[config.mk]
export PLATFORM = sky130hd
export DESIGN_NAME = cpu_boot_sequencer_flat
export DESIGN_NICKNAME = d
export VERILOG_FILES = /design/src/rtl/cpu_boot_sequencer_pkg.sv /design/src/rtl/cpu_boot_sequencer_if.sv /design/src/rtl/cpu_boot_sequencer_edge_detect_rise.sv /design/src/rtl/cpu_boot_sequencer.sv /design/src/flat_wrapper.sv
export SDC_FILE = /design/constraint.sdc
export NUM_CORES = 1
export LEC_CHECK = 0
export CORE_ASPECT_RATIO = 1.5
export CORE_MARGIN = 3
export CORE_UTILIZATION = 32
export CTS_BUF_LIST = sky130_fd_sc_hd__clkbuf_16
export CTS_CLUSTER_SIZE = 30
export DETAILED_ROUTE_END_ITERATION = 7
export MAX_ROUTING_LAYER = met4
export PLACE_DENSITY = 0.83
export SYNTH_ARGS = -nofsm -noshare
export SYNTH_HDL_FRONTEND = slang
export SYNTH_SLANG_ARGS = --single-unit
[constraint.sdc]
create_clock -name clk -period 2.2 [get_ports clk]
set_clock_uncertainty 0.2 [all_clocks]
set_input_delay 0.44 -clock clk [delete_from_list [all_inputs] [get_ports clk]]
set_output_delay 0.44 -clock clk [all_outputs]
set_load 0.1 [all_outputs]
[src/rtl/cpu_boot_sequencer_pkg.sv]
// Shared types and default constants for the CPU boot sequencer.
// Latency: n/a (declarations only).
// Backpressure: n/a.
package cpu_boot_sequencer_pkg;

  // Sequencer phases: load boot words, idle gaps, let the CPU run, hold result.
  typedef enum logic [2:0] {
    ST_IDLE  = 3'd0,
    ST_WRITE = 3'd1,
    ST_GAP   = 3'd2,
    ST_RUN   = 3'd3,
    ST_DONE  = 3'd4
  } boot_state_t;

  localparam logic [31:0] INIT_BASE_DEF = 32'h0200_0000;
  localparam logic [31:0] MBOX_ADDR_DEF = 32'h0200_0000;

  // Index width for a counter over n entries, never narrower than one bit.
  function automatic int idx_w(input int n);
    return (n > 1) ? $clog2(n) : 1;
  endfunction

endpackage

[src/rtl/cpu_boot_sequencer_if.sv]
// CPU store port plus external memory write port and CPU reset line.
// Latency: n/a (wiring only).
// Backpressure: none; stores and writes are single-cycle strobes.
interface cpu_boot_sequencer_if #(
  parameter int DATA_W = 32
) ();
  // CPU data-store side, observed by the sequencer
  logic              Mem_write;
  logic [DATA_W-1:0] WriteData;
  logic [DATA_W-1:0] DataAdr;
  // Sequencer-driven side
  logic              cpu_reset;
  logic              Ext_MemWrite;
  logic [DATA_W-1:0] Ext_WriteData;
  logic [DATA_W-1:0] Ext_DataAdr;

  modport master (
    input  Mem_write, WriteData, DataAdr,
    output cpu_reset, Ext_MemWrite, Ext_WriteData, Ext_DataAdr
  );

  modport slave (
    output Mem_write, WriteData, DataAdr,
    input  cpu_reset, Ext_MemWrite, Ext_WriteData, Ext_DataAdr
  );
endinterface

[src/rtl/cpu_boot_sequencer_edge_detect_rise.sv]
// Rising-edge detector: one-cycle pulse when sig_i goes 0->1.
// Latency: combinational pulse in the cycle sig_i first reads high.
// Backpressure: none.
module edge_detect_rise (
  input  logic clk,
  input  logic reset_n,
  input  logic sig_i,
  output logic edge_o
);

  logic sig_q;

  // Remember last cycle's level; cleared by reset so a level already high
  // at release is seen as an edge on the first clock.
  always_ff @(posedge clk or negedge reset_n) begin
    if (!reset_n) sig_q <= 1'b0;
    else          sig_q <= sig_i;
  end

  assign edge_o = sig_i & ~sig_q;

endmodule

[src/rtl/cpu_boot_sequencer.sv]
// Writes boot words into data memory, releases the CPU, captures result bits from mailbox stores.
// Latency: first boot write one cycle after the start edge; all outputs registered.
// Backpressure: none; CPU stores are sampled every RUN cycle, start edges outside IDLE/DONE are dropped.
module cpu_boot_sequencer
  import cpu_boot_sequencer_pkg::*;
#(
  parameter int                 NUM_INIT   = 2,
  parameter int                 DATA_W     = 32,
  parameter int                 OUT_W      = 8,
  parameter logic [DATA_W-1:0]  INIT_BASE  = DATA_W'(INIT_BASE_DEF),
  parameter int                 GAP_CYCLES = 1,
  parameter logic [DATA_W-1:0]  MBOX_ADDR  = DATA_W'(MBOX_ADDR_DEF)
) (
  input  logic                       clk,
  input  logic                       reset_n,
  input  logic                       CPU_start,
  input  logic [NUM_INIT*DATA_W-1:0] init_data,
  output logic [OUT_W-1:0]           final_output,
  output logic                       busy,
  output logic                       done,
  cpu_boot_sequencer_if.master       bus
);

  localparam int KW = idx_w(NUM_INIT);
  localparam int BW = idx_w(OUT_W);
  localparam logic [KW-1:0] K_LAST   = KW'(NUM_INIT - 1);
  localparam logic [BW-1:0] BIT_LAST = BW'(OUT_W - 1);
  localparam logic [3:0]    GAP_LAST = 4'(GAP_CYCLES - 1);

  boot_state_t       state_q, state_d;
  logic [KW-1:0]     k_q, k_d;
  logic [BW-1:0]     bit_q, bit_d;
  logic [3:0]        gap_q, gap_d;
  logic [OUT_W-1:0]  result_q, result_d;
  logic              cpu_reset_q, cpu_reset_d;
  logic              wr_q, wr_d;
  logic [DATA_W-1:0] adr_q, adr_d;
  logic [DATA_W-1:0] dat_q, dat_d;
  logic              busy_q, busy_d;
  logic              done_q, done_d;
  logic              start_edge;
  logic              mbox_hit;
  logic [DATA_W-1:0] words [NUM_INIT];
  logic              unused_wdata;

  edge_detect_rise u_start_edge (
    .clk     (clk),
    .reset_n (reset_n),
    .sig_i   (CPU_start),
    .edge_o  (start_edge)
  );

  for (genvar i = 0; i < NUM_INIT; i++) begin : g_words
    assign words[i] = init_data[i*DATA_W +: DATA_W];
  end

  // Only the store LSB carries result information.
  assign unused_wdata = ^bus.WriteData[DATA_W-1:1];
  assign mbox_hit     = bus.Mem_write && (bus.DataAdr == MBOX_ADDR);

  // Next-state and next-output logic; outputs derive from the next state so
  // every registered output lines up with the state it belongs to.
  always_comb begin
    state_d  = state_q;
    k_d      = k_q;
    bit_d    = bit_q;
    gap_d    = gap_q;
    result_d = result_q;

    case (state_q)
      ST_IDLE, ST_DONE: begin
        if (start_edge) begin
          state_d  = ST_WRITE;
          k_d      = '0;
          bit_d    = '0;
          result_d = '0;
        end
      end
      ST_WRITE: begin
        state_d = ST_GAP;
        gap_d   = '0;
      end
      ST_GAP: begin
        if (gap_q == GAP_LAST) begin
          if (k_q != K_LAST) begin
            k_d     = k_q + 1'b1;
            state_d = ST_WRITE;
          end else begin
            state_d = ST_RUN;
          end
        end else begin
          gap_d = gap_q + 1'b1;
        end
      end
      ST_RUN: begin
        if (mbox_hit) begin
          result_d[bit_q] = bus.WriteData[0];
          // Bit index saturates at the top bit; the last capture ends the run.
          if (bit_q == BIT_LAST) state_d = ST_DONE;
          else                   bit_d   = bit_q + 1'b1;
        end
      end
      default: state_d = ST_IDLE;
    endcase

    wr_d        = (state_d == ST_WRITE);
    adr_d       = wr_d ? (INIT_BASE + (DATA_W'(k_d) << 2)) : '0;
    dat_d       = wr_d ? words[k_d] : '0;
    cpu_reset_d = (state_d != ST_RUN);
    busy_d      = (state_d == ST_WRITE) || (state_d == ST_GAP) || (state_d == ST_RUN);
    done_d      = (state_d == ST_DONE);
  end

  // State, counters and registered outputs.
  always_ff @(posedge clk or negedge reset_n) begin
    if (!reset_n) begin
      state_q     <= ST_IDLE;
      k_q         <= '0;
      bit_q       <= '0;
      gap_q       <= '0;
      result_q    <= '0;
      cpu_reset_q <= 1'b1;
      wr_q        <= 1'b0;
      adr_q       <= '0;
      dat_q       <= '0;
      busy_q      <= 1'b0;
      done_q      <= 1'b0;
    end else begin
      state_q     <= state_d;
      k_q         <= k_d;
      bit_q       <= bit_d;
      gap_q       <= gap_d;
      result_q    <= result_d;
      cpu_reset_q <= cpu_reset_d;
      wr_q        <= wr_d;
      adr_q       <= adr_d;
      dat_q       <= dat_d;
      busy_q      <= busy_d;
      done_q      <= done_d;
    end
  end

  assign bus.cpu_reset     = cpu_reset_q;
  assign bus.Ext_MemWrite  = wr_q;
  assign bus.Ext_DataAdr   = adr_q;
  assign bus.Ext_WriteData = dat_q;
  assign final_output      = result_q;
  assign busy              = busy_q;
  assign done              = done_q;

endmodule

[src/flat_wrapper.sv]
// flat-port wrapper written by rule: the top's interface ports become plain ports
module cpu_boot_sequencer_flat import cpu_boot_sequencer_pkg::*;
#(
  parameter int                 NUM_INIT   = 2,
  parameter int                 DATA_W     = 32,
  parameter int                 OUT_W      = 8,
  parameter logic [DATA_W-1:0]  INIT_BASE  = DATA_W'(INIT_BASE_DEF),
  parameter int                 GAP_CYCLES = 1,
  parameter logic [DATA_W-1:0]  MBOX_ADDR  = DATA_W'(MBOX_ADDR_DEF)
)
  (clk, reset_n, CPU_start, init_data, final_output, busy, done, bus_Mem_write, bus_WriteData, bus_DataAdr, bus_cpu_reset, bus_Ext_MemWrite, bus_Ext_WriteData, bus_Ext_DataAdr);
  cpu_boot_sequencer_if #(.DATA_W(DATA_W)) bus_i ();
  input  logic clk;
  input  logic reset_n;
  input  logic CPU_start;
  input  logic [NUM_INIT*DATA_W-1:0] init_data;
  output logic [OUT_W-1:0] final_output;
  output logic busy;
  output logic done;
  input wire logic [$bits(bus_i.Mem_write)-1:0] bus_Mem_write;
  input wire logic [$bits(bus_i.WriteData)-1:0] bus_WriteData;
  input wire logic [$bits(bus_i.DataAdr)-1:0] bus_DataAdr;
  output wire logic [$bits(bus_i.cpu_reset)-1:0] bus_cpu_reset;
  output wire logic [$bits(bus_i.Ext_MemWrite)-1:0] bus_Ext_MemWrite;
  output wire logic [$bits(bus_i.Ext_WriteData)-1:0] bus_Ext_WriteData;
  output wire logic [$bits(bus_i.Ext_DataAdr)-1:0] bus_Ext_DataAdr;
  assign bus_i.Mem_write = bus_Mem_write;
  assign bus_i.WriteData = bus_WriteData;
  assign bus_i.DataAdr = bus_DataAdr;
  assign bus_cpu_reset = bus_i.cpu_reset;
  assign bus_Ext_MemWrite = bus_i.Ext_MemWrite;
  assign bus_Ext_WriteData = bus_i.Ext_WriteData;
  assign bus_Ext_DataAdr = bus_i.Ext_DataAdr;
  cpu_boot_sequencer #(.NUM_INIT(NUM_INIT), .DATA_W(DATA_W), .OUT_W(OUT_W), .INIT_BASE(INIT_BASE), .GAP_CYCLES(GAP_CYCLES), .MBOX_ADDR(MBOX_ADDR)) u_core (.clk(clk), .reset_n(reset_n), .CPU_start(CPU_start), .init_data(init_data), .final_output(final_output), .busy(busy), .done(done), .bus(bus_i));
endmodule
==> results of run 1 <==
sequential cells by signal (all words and copies together) (netlist names):
register,flops
u_core.bus.Ext_WriteData,32
u_core.bus.cpu_reset,1
u_core.bit_q,3
u_core.k_q,1
u_core.done,1
u_core.busy,1
u_core.u_start_edge.sig_q,1
u_core.gap_q,4
u_core.bus.Ext_DataAdr,2
u_core.state_q,3
u_core.final_output,8
synth_stat cells, types with 2 or more instances:
master,number
mux2i_1,43
buf_4,31
o21a_1,2
nand3b_1,2
nor4_1,14
nand2_1,16
nand2b_1,3
nor2_1,41
dfrtp_1,56
o21ai_0,3
xor2_1,2
buf_6,2
nand4b_1,3
nor4b_1,2
or4b_1,3
a32o_1,2
clkbuf_1,10
buf_12,3
nand4_1,4
nand3_1,2
nor3_1,2
inv_1,6
ha_1,4
buf_2,2
layout by cell type (no fill, tap or decap), drive strengths merged, types with 2 or more instances in the layout:
cell,n
nand2b,3
nor4b,2
nor3b,2
nor2,41
nand3,2
or4b,3
nand4b,3
conb,30
a32o,2
nand3b,2
nand2,16
mux2i,43
clkinv,4
inv,7
clkdlybuf4s50,98
o21ai,3
ha,4
o21a,2
nor3,2
buf,64
dfrtp,56
xor2,2
nor4,15
nand4,4
clkbuf,9
report_power, final:
group | internal [mW] | total [mW] | switching [mW] | leakage, nW
clock network | 0.849 | 1.28 | 0.430 | 0.138
logic | 0.176 | 0.460 | 0.285 | 1.46
registers | 1.05 | 1.05 | 0.000445 | 0.775
cell families after synthesis:
logic type,after synthesis
DFF,57
AOI/OAI and AO/OA,11
xor gates and xnor gates,3
buffers and inverters,55
other,1
and+or+nand+nor,99
adders and majority gates,4
muxes,44
layout make-up:
| type | count | area, sq um |
|---|---|---|
| inverter | 7 | 26.3 |
| tap | 110 | 138 |
| multi-input combinational | 191 | 1280 |
| clock buffer | 9 | 225 |
| fill | 804 | 4170 |
| sequential | 57 | 1430 |
| clock inverter | 5 | 48.8 |
| timing repair buffer | 165 | 1570 |
timing repair:
action,CTS,global route
setup buffers,1,0
endpoints found under the setup margin,27,6
endpoints found under the hold margin,15,0
gates cloned,1,0
resized for setup,3,5
pin swaps,0,1
hold buffers,1,0
worst paths after layout:
path / start / endpoint / depth (start not counted)
setup / recovery: bus_DataAdr[31] / u_core.bit_q[0]$_DFFE_PN0P_ / 7
max in group asynchronous: reset_n / u_core.bus.Ext_WriteData[4]$_DFF_PN0_ / 3
setup reg to reg: u_core.state_q[1]$_DFF_PN0_ / u_core.bus.Ext_WriteData[30]$_DFF_PN0_ / 5
min in group asynchronous: reset_n / u_core.bus.Ext_WriteData[14]$_DFF_PN0_ / 2
hold / removal: CPU_start / u_core.u_start_edge.sig_q$_DFF_PN0_ / 2
hold reg to reg: u_core.final_output[4]$_DFFE_PN0P_ / u_core.final_output[4]$_DFFE_PN0P_ / 2
critical path: stages:
cell,delay [ps]
clkdlybuf4s50_1,420
nor4_2,290
nand4_1,150
buf_6,170
nor4_4,270
buf_4,170
mux2i_1,200
metal layers:
layer | vias up | track usage
met3 | 9 | 0.0547
li1 | 1194 | -
met4 | 0 | 0.0664
met5 | - | -
met1 | 1187 | 0.151
met2 | 144 | 0.277
metrics by stage:
| stage | hold slack (ps) | power [mW] | cells |
|---|---|---|---|
| 5_1_grt | 292 | 2.90 | 544 |
| 3_5_place_dp | 193 | 1.53 | 527 |
| 4_1_cts | 277 | 2.83 | 544 |
| 3_3_place_gp | 188 | 1.52 | 527 |
| 2_1_floorplan | -55.6 | 1.36 | 303 |
| 6_report | 293 | 2.79 | 544 |
==> results.py, run 1 <==
metrics = {
    "status": {
        "status": "finished clean",
    },
    "finish": {
        "finalNetCount": 567,
        "diodes": 0,
        "stdcell_area_sq_um": 4710,
        "drive_gt1_frac": 0.203,
        "utilization": 0.530,
        "area_growth_pct": 60.1,
    },
    "synth": {
        "synth-edff-count": 0,
        "syn_inst": 274,
        "synth_seq_cells": 57,
        "synthTopCellsByArea": "dfrtp_1, mux2i_1, buf_4, nor2_1, nor4_1",
        "synthSimpleGateAreaFrac": 0.176,
        "synthAdderAreaFrac": 0.0170,
        "muxShareOfSynthArea": 0.150,
        "async_flop_share": 1.00,
        "yosysWarnings": 0,
        "synth_top_family_by_area": "simple AND/OR/NAND/NOR gates",
        "synth_top_cell_by_area": "dfrtp_1",
        "synth_top_cell_area_share": 0.476,
        "avgSynthCellArea_sq_um": 10.7,
        "yosysUniqueCellTypes": 40,
        "ys.flop_type": "dfrtp_1",
        "ys_seq_area_frac": 0.485,
        "synth-compound-area-share": 0.0298,
        "synth-xor-area-share": 0.00893,
        "syn_area_sq_um": 2940,
    },
    "detailed_routing": {
        "drtPass1Iterations": 4,
        "ant_nets": 0,
        "wirelength_um": 7550,
        "wl_per_cell_um": 13.9,
        "num_vias": 2534,
        "drtIter0Drc": 106,
        "drt-met1-wl_um": 2680,
        "wl_met3_um": 677,
        "vias_per_cell": 4.66,
        "highest_layer": "met4",
        "route.detailed.drc": 0,
        "dr_wl_met2_um": 4060,
    },
    "floorplan": {
        "ios": 208,
        "die_h_um": 123,
        "core_area_sq_um": 8880,
        "row_count": 42,
        "die_w_um": 84.3,
        "die_area_sq_um": 10400,
        "start_util": 0.331,
    },
    "critical_path": {
        "endpoint_kind": "flip-flop",
        "critical_path_class": "input port to flip-flop",
        "path_max_fanout": 11,
        "r2r_slack_ps": 140,
        "worstSetupStartpointType": "input port",
        "critPathArrivalTime_ps": 2120,
        "worstPathRequired_ps": 2240,
    },
    "clock_network": {
        "cts_tree": "yes",
        "numCtsBuffers": 9,
        "ctsLongestPathBuffers": 2,
        "root_buffer": "clkbuf_16",
        "clkLatencyLatePin_ps": 320,
        "path_clk_slew_ps": 50,
        "cts.sinks": 57,
        "h-tree-depth": 3,
    },
    "job": {
        "drv_cap": 0,
    },
    "sta": {
        "hold_viol_final": 0,
        "fin_ws_ps": 121,
        "tns_ps": 0,
        "finalSetupViolCount": 0,
        "final_max_slew_viol_count": 0,
        "min_period_over_period": 0.945,
        "max_clock_freq_ghz": 0.481,
        "period_needed_ps": 2080,
        "grt_setup_unrepaired": "false",
    },
    "place": {
        "hpwlAfterDp_um": 6010,
        "placed_cell_area_sq_um": 4350,
        "port_buffers": 146,
        "place.gp.congestion": 0.798,
        "place_ws_ps": -377,
    },
    "global_routing": {
        "overflow": 0,
        "grt_pass1_wl_um": 12200,
        "grt_max_degree": 35,
        "antenna_found_initial": 0,
        "grt_pass1_vias": 2566,
        "track_usage": 0.155,
    },
    "pwr": {
        "leakage_nw": 2.37,
        "vdd_drop_max_mv": 0.414,
        "power_density_nw_per_um2": 593,
    },
    "hold_path": {
        "min_path_type": "input port to flip-flop",
    },
}
Note: power is estimated with default switching activity, not from simulation.
==> run 2: changes to the inputs <==
--- a/config.mk
+++ b/config.mk
@@ -14,4 +14,5 @@
 export MAX_ROUTING_LAYER = met4
 export PLACE_DENSITY = 0.83
+export SKIP_CTS_REPAIR_TIMING = 1
 export SYNTH_ARGS = -nofsm -noshare
 export SYNTH_HDL_FRONTEND = slang
==> constraint.sdc (replaced) <==
create_clock -name clk -period 2.2 [get_ports clk]
set_clock_uncertainty 0.2 [all_clocks]
set_input_delay 0.33 -clock clk [delete_from_list [all_inputs] [get_ports clk]]
set_output_delay 0.33 -clock clk [all_outputs]
set_load 0.1 [all_outputs]
==> run 2 against run 1 <==
Hold slack lost 91 ps. Clock-buffer cell count did not move. Largest cell class unchanged. Worst setup slack worse by 27 ps. Cell count shrank 0.37%. First-iteration DRC count is 17% lower. Critical endpoint is now u_core.bus.Ext_WriteData[20]$_DFF_PN0_. Critical path type unchanged. Combinational power about the same. Sequential power about the same. Via count grew 0.12%.
==> results.py, run 2 (synthesized netlist as in run 1, its figures left out) <==
metrics = {
    "critical_path": {
        "path_max_fanout": 29,
        "worstSetupStartpointType": "input port",
        "critPathArrivalTime_ps": 2110,
        "critical_path_class": "input port to flip-flop",
        "endpoint_kind": "flip-flop",
        "worstPathRequired_ps": 2200,
    },
    "global_routing": {
        "grt.busiest_layer": "met2",
        "grt_max_degree": 48,
        "grtUsageMet3": 0.0640,
        "grt_util_met1": 0.141,
        "overflow": 0,
        "grt_pass1_wl_um": 11900,
        "grt_pass1_vias": 2667,
        "track_usage": 0.151,
        "antenna_found_initial": 0,
        "met2_usage": 0.269,
    },
    "clock_network": {
        "cts_tree": "yes",
        "h-tree-depth": 3,
        "cts.sinks": 57,
        "clkLatencyLatePin_ps": 320,
        "ctsLongestPathBuffers": 2,
        "path_clk_slew_ps": 50,
        "root_buffer": "clkbuf_16",
        "numCtsBuffers": 9,
    },
    "floorplan": {
        "die_area_sq_um": 10400,
        "die_h_um": 123,
        "row_count": 42,
        "core_area_sq_um": 8880,
        "ios": 208,
        "start_util": 0.331,
        "die_w_um": 84.3,
    },
    "detailed_routing": {
        "drtIter0Drc": 88,
        "wl_per_cell_um": 13.8,
        "wirelength_um": 7500,
        "num_vias": 2537,
        "route.detailed.drc": 0,
        "drtPass1Iterations": 4,
        "ant_nets": 0,
        "vias_per_cell": 4.68,
    },
    "finish": {
        "diodes": 0,
        "final_common_cell": "clkdlybuf4s50_1",
        "largest_reg_flops": 32,
        "final_cell_mix": "clkdlybuf4s50_1, buf_4, dfrtp_1, mux2i_1, nor2_1",
        "drive_gt1_frac": 0.188,
        "stdcell_area_sq_um": 4660,
        "finalNetCount": 564,
        "area_growth_pct": 58.4,
    },
    "job": {
        "drv_cap": 0,
    },
    "place": {
        "place.gp.congestion": 0.814,
        "placed_cell_area_sq_um": 4340,
        "hpwlAfterDp_um": 5990,
        "port_buffers": 146,
        "place_ws_ps": -257,
    },
    "status": {
        "status": "finished clean",
    },
    "sta": {
        "grt_setup_unrepaired": "false",
        "whs_ps": 202,
        "tns_ps": 0,
        "period_needed_ps": 2110,
        "hold_viol_final": 0,
        "finalSetupViolCount": 0,
        "fin_ws_ps": 93.9,
        "final_max_slew_viol_count": 0,
        "max_clock_freq_ghz": 0.475,
        "min_period_over_period": 0.957,
    },
    "hold_path": {
        "min_path_type": "input port to asynchronous set/reset pin",
    },
    "pwr": {
        "leakage_nw": 2.35,
        "vdd_drop_max_mv": 0.416,
        "power_density_nw_per_um2": 626,
    },
}
[run 2: path summary, 6_finish.rpt]
check,from,to,slack (ps),depth (start not counted)
worst min-delay path,reset_n,u_core.bus.Ext_WriteData[16]$_DFF_PN0_,200,2
worst min register to register,u_core.final_output[1]$_DFFE_PN0P_,u_core.final_output[1]$_DFFE_PN0P_,330,2
max in group asynchronous,reset_n,u_core.bus.cpu_reset$_DFF_PN1_,1020,3
worst max register to register,u_core.state_q[1]$_DFF_PN0_,u_core.bus.Ext_WriteData[20]$_DFF_PN0_,120,5
worst max-delay path,CPU_start,u_core.bus.Ext_WriteData[20]$_DFF_PN0_,90,6
min in group clk,u_core.final_output[1]$_DFFE_PN0P_,u_core.final_output[1]$_DFFE_PN0P_,330,2
[run 2: layout make-up]
class	instances	area, sq um
multi-input combinational	191	1250
inverter	7	26.3
sequential	57	1430
clock buffer	9	225
clock inverter	6	76.3
timing repair buffer	162	1510
tap	110	138
fill	807	4220
[run 2: routing by layer]
layer  vias to the layer above  share of wire
met1                      1185           0.34
met3                        16           0.10
met4                         0          0.021
li1                       1193              -
met5                         -              0
met2                       143           0.53
[run 2: power breakdown]
group | leakage [nW] | internal [mW] | total, mW | switching (mW)
Sequential | 0.775 | 1.05 | 1.05 | 0.000313
Combinational | 1.42 | 0.174 | 0.458 | 0.283
Clock | 0.155 | 0.967 | 1.41 | 0.439
Total | 2.35 | 2.19 | 2.92 | 0.723
[run 2: per-stage QoR]
stage	total power, mW	utilization	std cells
floorplan	1.36	-	303
global placement	1.52	0.489	526
detailed placement	1.53	0.489	526
CTS	2.95	0.523	541
global route	3.01	0.525	542
finish	2.92	0.525	542
[run 2: critical path, cell delays in order]
cell             delay, ps
clkdlybuf4s50_1        470
or4b_1                 500
a32oi_4                240
buf_12                 260
mux2i_1                230
nor2_1                  60
==> variant 1, RTL diff (flow settings as in run 1) <==
The 5 states of `boot_state_t` get a one-hot encoding in 5 bits.
--- a/src/rtl/cpu_boot_sequencer_pkg.sv
+++ b/src/rtl/cpu_boot_sequencer_pkg.sv
@@ -6,8 +6,8 @@
   // Sequencer phases: load boot words, idle gaps, let the CPU run, hold result.
-  typedef enum logic [2:0] {
-    ST_IDLE  = 3'd0,
-    ST_WRITE = 3'd1,
-    ST_GAP   = 3'd2,
-    ST_RUN   = 3'd3,
-    ST_DONE  = 3'd4
+  typedef enum logic [4:0] {
+    ST_IDLE  = 5'b00001,
+    ST_WRITE = 5'b00010,
+    ST_GAP   = 5'b00100,
+    ST_RUN   = 5'b01000,
+    ST_DONE  = 5'b10000
   } boot_state_t;
Function: same outputs for any inputs over 10 cycles, from zero or initial values and one cycle with reset_n low; not proved beyond that.
==> variant 1 against run 1 <==
  * The run now ends with negative setup slack left
  * Sequential cell count is 2 higher
  * Non-clock buffer count up 20
  * Worst hold slack lost 0.21 ns
  * Final area increased by 15%
  * Worst setup slack worse by 0.13 ns
  * Synthesized area up 9.4%
  * Count of clock-buffer cells in the layout did not move
  * Sequential share of layout area is 3.0 points lower
  * Routed wire length increased by 41%
  * Critical path type unchanged
Power is not compared: it rests on default switching activity, and its combinational part moved more than twofold at a synthesized area within 25%.
==> variant 1: results (changes against run 1) <==
dpl hpwl = 7363 µm (was 6011 µm)
routed len/inst = 17.10 µm (was 13.88 µm)
Detail Route met2 WL = 5824 µm (was 4056 µm)
first-pass GRT wire length = 14910 µm (was 12210 µm)
Syn Inst Count = 334 (was 274)
Initial DRC Count = 159 (was 106)
largest net degree at the start of global routing = 42 (was 35)
top cells by area, synth = dfrtp_1, buf_4, a21oi_1, nand3_1, o21ai_1 (was dfrtp_1, mux2i_1, buf_4, nor2_1, nor4_1)
post-synthesis sequential area ratio = 45.94% (was 48.51%)
failing checks = negative setup slack
WL met3 = 815 µm (was 677 µm)
share of layout cells above drive strength 1 = 28.06% (was 20.28%)
Setup Buffers After CTS = 3 (was 1)
GRT Total Usage = 17.47% (was 15.48%)
met2 usage = 31.62% (was 27.67%)
met3 GRT Util = 4.100% (was 5.467%)
Max stage delay cell, worst path = or4b_4 (was clkdlybuf4s50_1)
setup slack at placement = -0.6019 ns (was -0.3767 ns)
RD Place Congestion = 0.8480 (was 0.7977)
fin worst setup slack = -0.008320 ns (was 0.1212 ns)
placed cells = 596 (was 527)
Worst R2R Start = u_core.state_q[3] (was u_core.state_q[1])
nets@finish = 637 (was 567)
Final setup viols = 2 (was 0)
Hold Startpoint = CPU_start (unchanged)
cts repair resizes = 28 (was 3)
Pre-Repair DR Iteration Count = 4 (unchanged)
Num CTS Buffers = 9 (unchanged)
hold slack = 0.08328 ns (was 0.2934 ns)
Via Count = 3227 (was 2534)
Critical Path AT = 2.22 ns (was 2.12 ns)
Synth top cells by count = dfrtp_1, a21oi_1, nand3_1 (was dfrtp_1, mux2i_1, nor2_1)
outcome = complete, but fails checks (was finished clean)
Via-to-Cell Ratio = 5.196 (was 4.658)
worst-path fanout max = 3 (was 11)
M1 GR Usage = 17.70% (was 15.13%)
Filler cells = 826 (was 804)
variant 1: changes by cell type in the layout (fill, tap and decap cells not counted), moves of 13 or more:
cell	delta
nand3_1	+38
mux2i_1	-42
a21oi_1	+38
nor2_1	-39
o21ai_1	+33
nand2_1	-13
variant 1: metrics by stage:
stage / setup TNS (ns) / cell area (µm²) / util [%]
floorplan: -1.615 / 3381 / -
global placement: -18.52 / 4872 / 50.00
detailed placement: -20.42 / 4872 / 50.00
CTS: 0 / 5244 / 53.81
global route: -0.2931 / 5408 / 55.50
finish: -0.01597 / 5408 / 55.50
variant 1: worst paths after layout:
kind / to / cells past startpoint
worst min register to register: u_core.final_output[6] / 2
max in group asynchronous: u_core.state_q[0] / 3
worst min-delay path: u_core.u_start_edge.sig_q / 1
worst max-delay path: u_core.bit_q[2] / 6
min in group asynchronous: u_core.final_output[7] / 2
worst max register to register: u_core.bus.Ext_WriteData[3] / 6
variant 1: final cells by class:
type | count | share of cell area, %
Clock buffer | 9 | 4.165
Clock inverter | 7 | 1.134
Inverter | 6 | 0.4165
Multi-Input combinational cell | 240 | 30.38
Sequential cell | 59 | 27.35
Tap cell | 115 | 2.661
Timing Repair Buffer | 185 | 33.90
variant 1: worst max-delay path: cells and delay by family:
kind	cells	cell delay (ns)
muxes	1	0.33
buffers and inverters	2	0.21
and+or+nand+nor	3	1.24
variant 1: cells by family (layout without fill, tap and decap cells):
| kind of cell | Yosys count | after routing | synth area share, % |
|---|---|---|---|
| buf+inv | 64 | 207 | 12.01 |
| other cells | 1 | 30 | 0.1165 |
| fa+ha+maj | 4 | 4 | 1.555 |
| mux | 3 | 3 | 1.010 |
| flops | 59 | 59 | 45.94 |
| compound gates | 96 | 96 | 17.14 |
| simple gates | 103 | 103 | 21.14 |
| xor+xnor | 4 | 4 | 1.088 |
==> variant 2, RTL diff (flow settings as in run 1) <==
Made on the original files. `OUT_W` is set to 8 in 2 places; all go to 7.
--- a/src/rtl/cpu_boot_sequencer.sv
+++ b/src/rtl/cpu_boot_sequencer.sv
@@ -8,3 +8,3 @@
   parameter int                 DATA_W     = 32,
-  parameter int                 OUT_W      = 8,
+  parameter int                 OUT_W      = 7,
   parameter logic [DATA_W-1:0]  INIT_BASE  = DATA_W'(INIT_BASE_DEF),
--- a/src/flat_wrapper.sv
+++ b/src/flat_wrapper.sv
@@ -5,3 +5,3 @@
   parameter int                 DATA_W     = 32,
-  parameter int                 OUT_W      = 8,
+  parameter int                 OUT_W      = 7,
   parameter logic [DATA_W-1:0]  INIT_BASE  = DATA_W'(INIT_BASE_DEF),
Ports: changed (resized final_output); port bits go from 208 to 207. No check against the original RTL was run, so the function may have changed too.
==> variant 2 against run 1 <==
  * Count of clock-buffer cells in the layout is 4 lower
  * Final cell count is 2.0% higher
  * Sequential share of layout area is 1.6 points lower
  * Synthesized area is 1.4% lower
  * Final area is 3.6% higher
  * Sequential cell count is 1 lower
  * First-iteration DRC count is 51% lower
  * Worst hold slack worse by 0.086 ns
  * Largest power group is now sequential cells
  * Total power is 14% lower
  * Worst setup slack worse by 0.083 ns
  * Routed wire length is 5.6% higher
==> variant 2: results (changes against run 1) <==
count of yosys warnings during synthesis = 0 (unchanged)
largest net degree at the start of global routing = 26 (was 35)
Util after Layout = 56.65% (was 53.04%)
CP Launch Point = bus_DataAdr[2] (was bus_DataAdr[31])
diode count = 0 (unchanged)
FF-to-FF setup slack = 0.08 ns (was 0.14 ns)
setup TNS = 0 ns (unchanged)
GRT Total Usage = 14.62% (was 15.48%)
Tcrit/Tclk final = 98.28% (was 94.49%)
reg2reg path depth = 7 (was 5)
nets@finish = 583 (was 567)
Initial DRC Count = 52 (was 106)
max reg flops = 32 (unchanged)
Num CTS Buffers = 5 (was 9)
Hold Path Class = in -> reg (unchanged)
H-Tree Level Count = 2 (was 3)
share of layout cells above drive strength 1 = 24.78% (was 20.28%)
Via-to-Cell Ratio = 4.629 (was 4.658)
clock root buffer = clkbuf_16 (unchanged)
top cells by area, synth = dfrtp_1, mux2i_1, buf_4, nor2_1, nor4_1 (unchanged)
first-pass GRT wire length = 11670 µm (was 12210 µm)
outcome = finished clean (unchanged)
worst skew pair latency = 0.29 ns (was 0.32 ns)
dpl hpwl = 6172 µm (was 6011 µm)
Filler cells = 744 (was 804)
Synth top cells by count = dfrtp_1, mux2i_1, nor2_1 (unchanged)
Hold Startpoint = CPU_start (unchanged)
Critical Path AT = 2.17 ns (was 2.12 ns)
slew margin rel. = 63.25%
Yosys cell types = 43 (was 40)
post-synthesis sequential area ratio = 48.34% (was 48.51%)
R2R Path End = u_core.bus.Ext_WriteData[29] (was u_core.bus.Ext_WriteData[30])
Min-Delay Endpoint = u_core.u_start_edge.sig_q (unchanged)
RD Place Congestion = 0.8022 (was 0.7977)
main flop type after synthesis = dfrtp_1 (unchanged)
peak supply drop = 0.4630 mV (was 0.4139 mV)
Pre-Repair DR Iteration Count = 4 (unchanged)
IO Port Bufs = 145 (was 146)
Worst R2R Start = u_core.gap_q[1] (was u_core.state_q[1])
P_leak = 2.469 nW (was 2.372 nW)
worst-path fanout max = 8 (was 11)
routed len/inst = 14.37 µm (was 13.88 µm)
vias in the first global route = 2571 (was 2566)
initial antenna violation count = 0 (unchanged)
hold depth = 1 (was 2)
clock tree buffer depth = 2 (unchanged)
ys async rst share = 100.0% (unchanged)
Worst-path clk slew = 0.07 ns (was 0.05 ns)
## variant 2: worst max-delay path by stage
stage                                    to  slack (ns)  cells past startpoint
6_report             u_core.final_output[4]        0.04                      6
5_1_grt              u_core.final_output[4]        -0.1                      6
4_1_cts              u_core.final_output[0]       -0.04                      6
3_5_place_dp   u_core.bus.Ext_WriteData[30]       -0.37                      7
3_3_place_gp   u_core.bus.Ext_WriteData[23]       -0.37                      7
2_1_floorplan  u_core.bus.Ext_WriteData[10]        0.11                      7
## variant 2: stage by stage
stage                     power (W)  instances  hold slack [ns]  cell area [µm²]  setup WS (ns)
final                      0.002404        555           0.2079             4882        0.03785
after CTS                  0.002417        554           0.2055             4770       -0.03537
after detailed placement   0.001513        539           0.2579             4496        -0.3729
after floorplan            0.001346        303         -0.05559             3010         0.1104
after global routing       0.002467        555           0.2168             4882       -0.09517
after global placement     0.001508        539           0.2547             4496        -0.3688
## variant 2: area by class of cell
type                    count  area, µm²  share of cell area [%]
well taps                 107      133.9                   2.742
clock inverters             3      42.54                  0.8713
repair buffers            182       1767                   36.19
flip-flops and latches     56       1403                   28.73
inverters                   7      26.28                  0.5382
clock buffers               5      125.1                   2.563
multi-input cells         195       1385                   28.37
## variant 2: worst max-delay path: stages
cell	delay, ns
clkdlybuf4s50_1	0.42
nor4_2	0.33
nand4_1	0.21
buf_4	0.24
nor4_2	0.27
mux2i_1	0.25
## variant 2: where the power goes
group | internal (W) | total [W] | switching [W]
Combinational | 0.000177 | 0.000467 | 0.000290
Sequential | 0.00103 | 0.00103 | 0.00000179
Clock | 0.000536 | 0.000905 | 0.000369
Total | 0.00174 | 0.00240 | 0.000661
## variant 2: layer usage
layer  vias up  global-route usage, %  share of wire, %
met5         -                      -                 0
met4         0                  3.924               1.3
li1       1239                      -                 -
met1      1191                  14.44                34
met3         9                  3.761               7.8
met2       130                  28.19                57
## variant 2: repair_timing
action / CTS / global route
hold endpoints to repair: 22 / 0
buffers inserted: 5 / 1
resized for setup: 6 / 18
hold buffers: 1 / 0
gates cloned: 1 / 0
endpoints found under the setup margin: 30 / 46
pin swaps: 2 / 8
## variant 2: cells by family after synthesis
logic type | Yosys count | synth area share (%)
simple gates | 97 | 17.55
fa+ha+maj | 4 | 1.725
buf+inv | 52 | 11.69
other cells | 1 | 0.1292
mux | 41 | 14.14
compound gates | 23 | 6.426
flops | 56 | 48.34
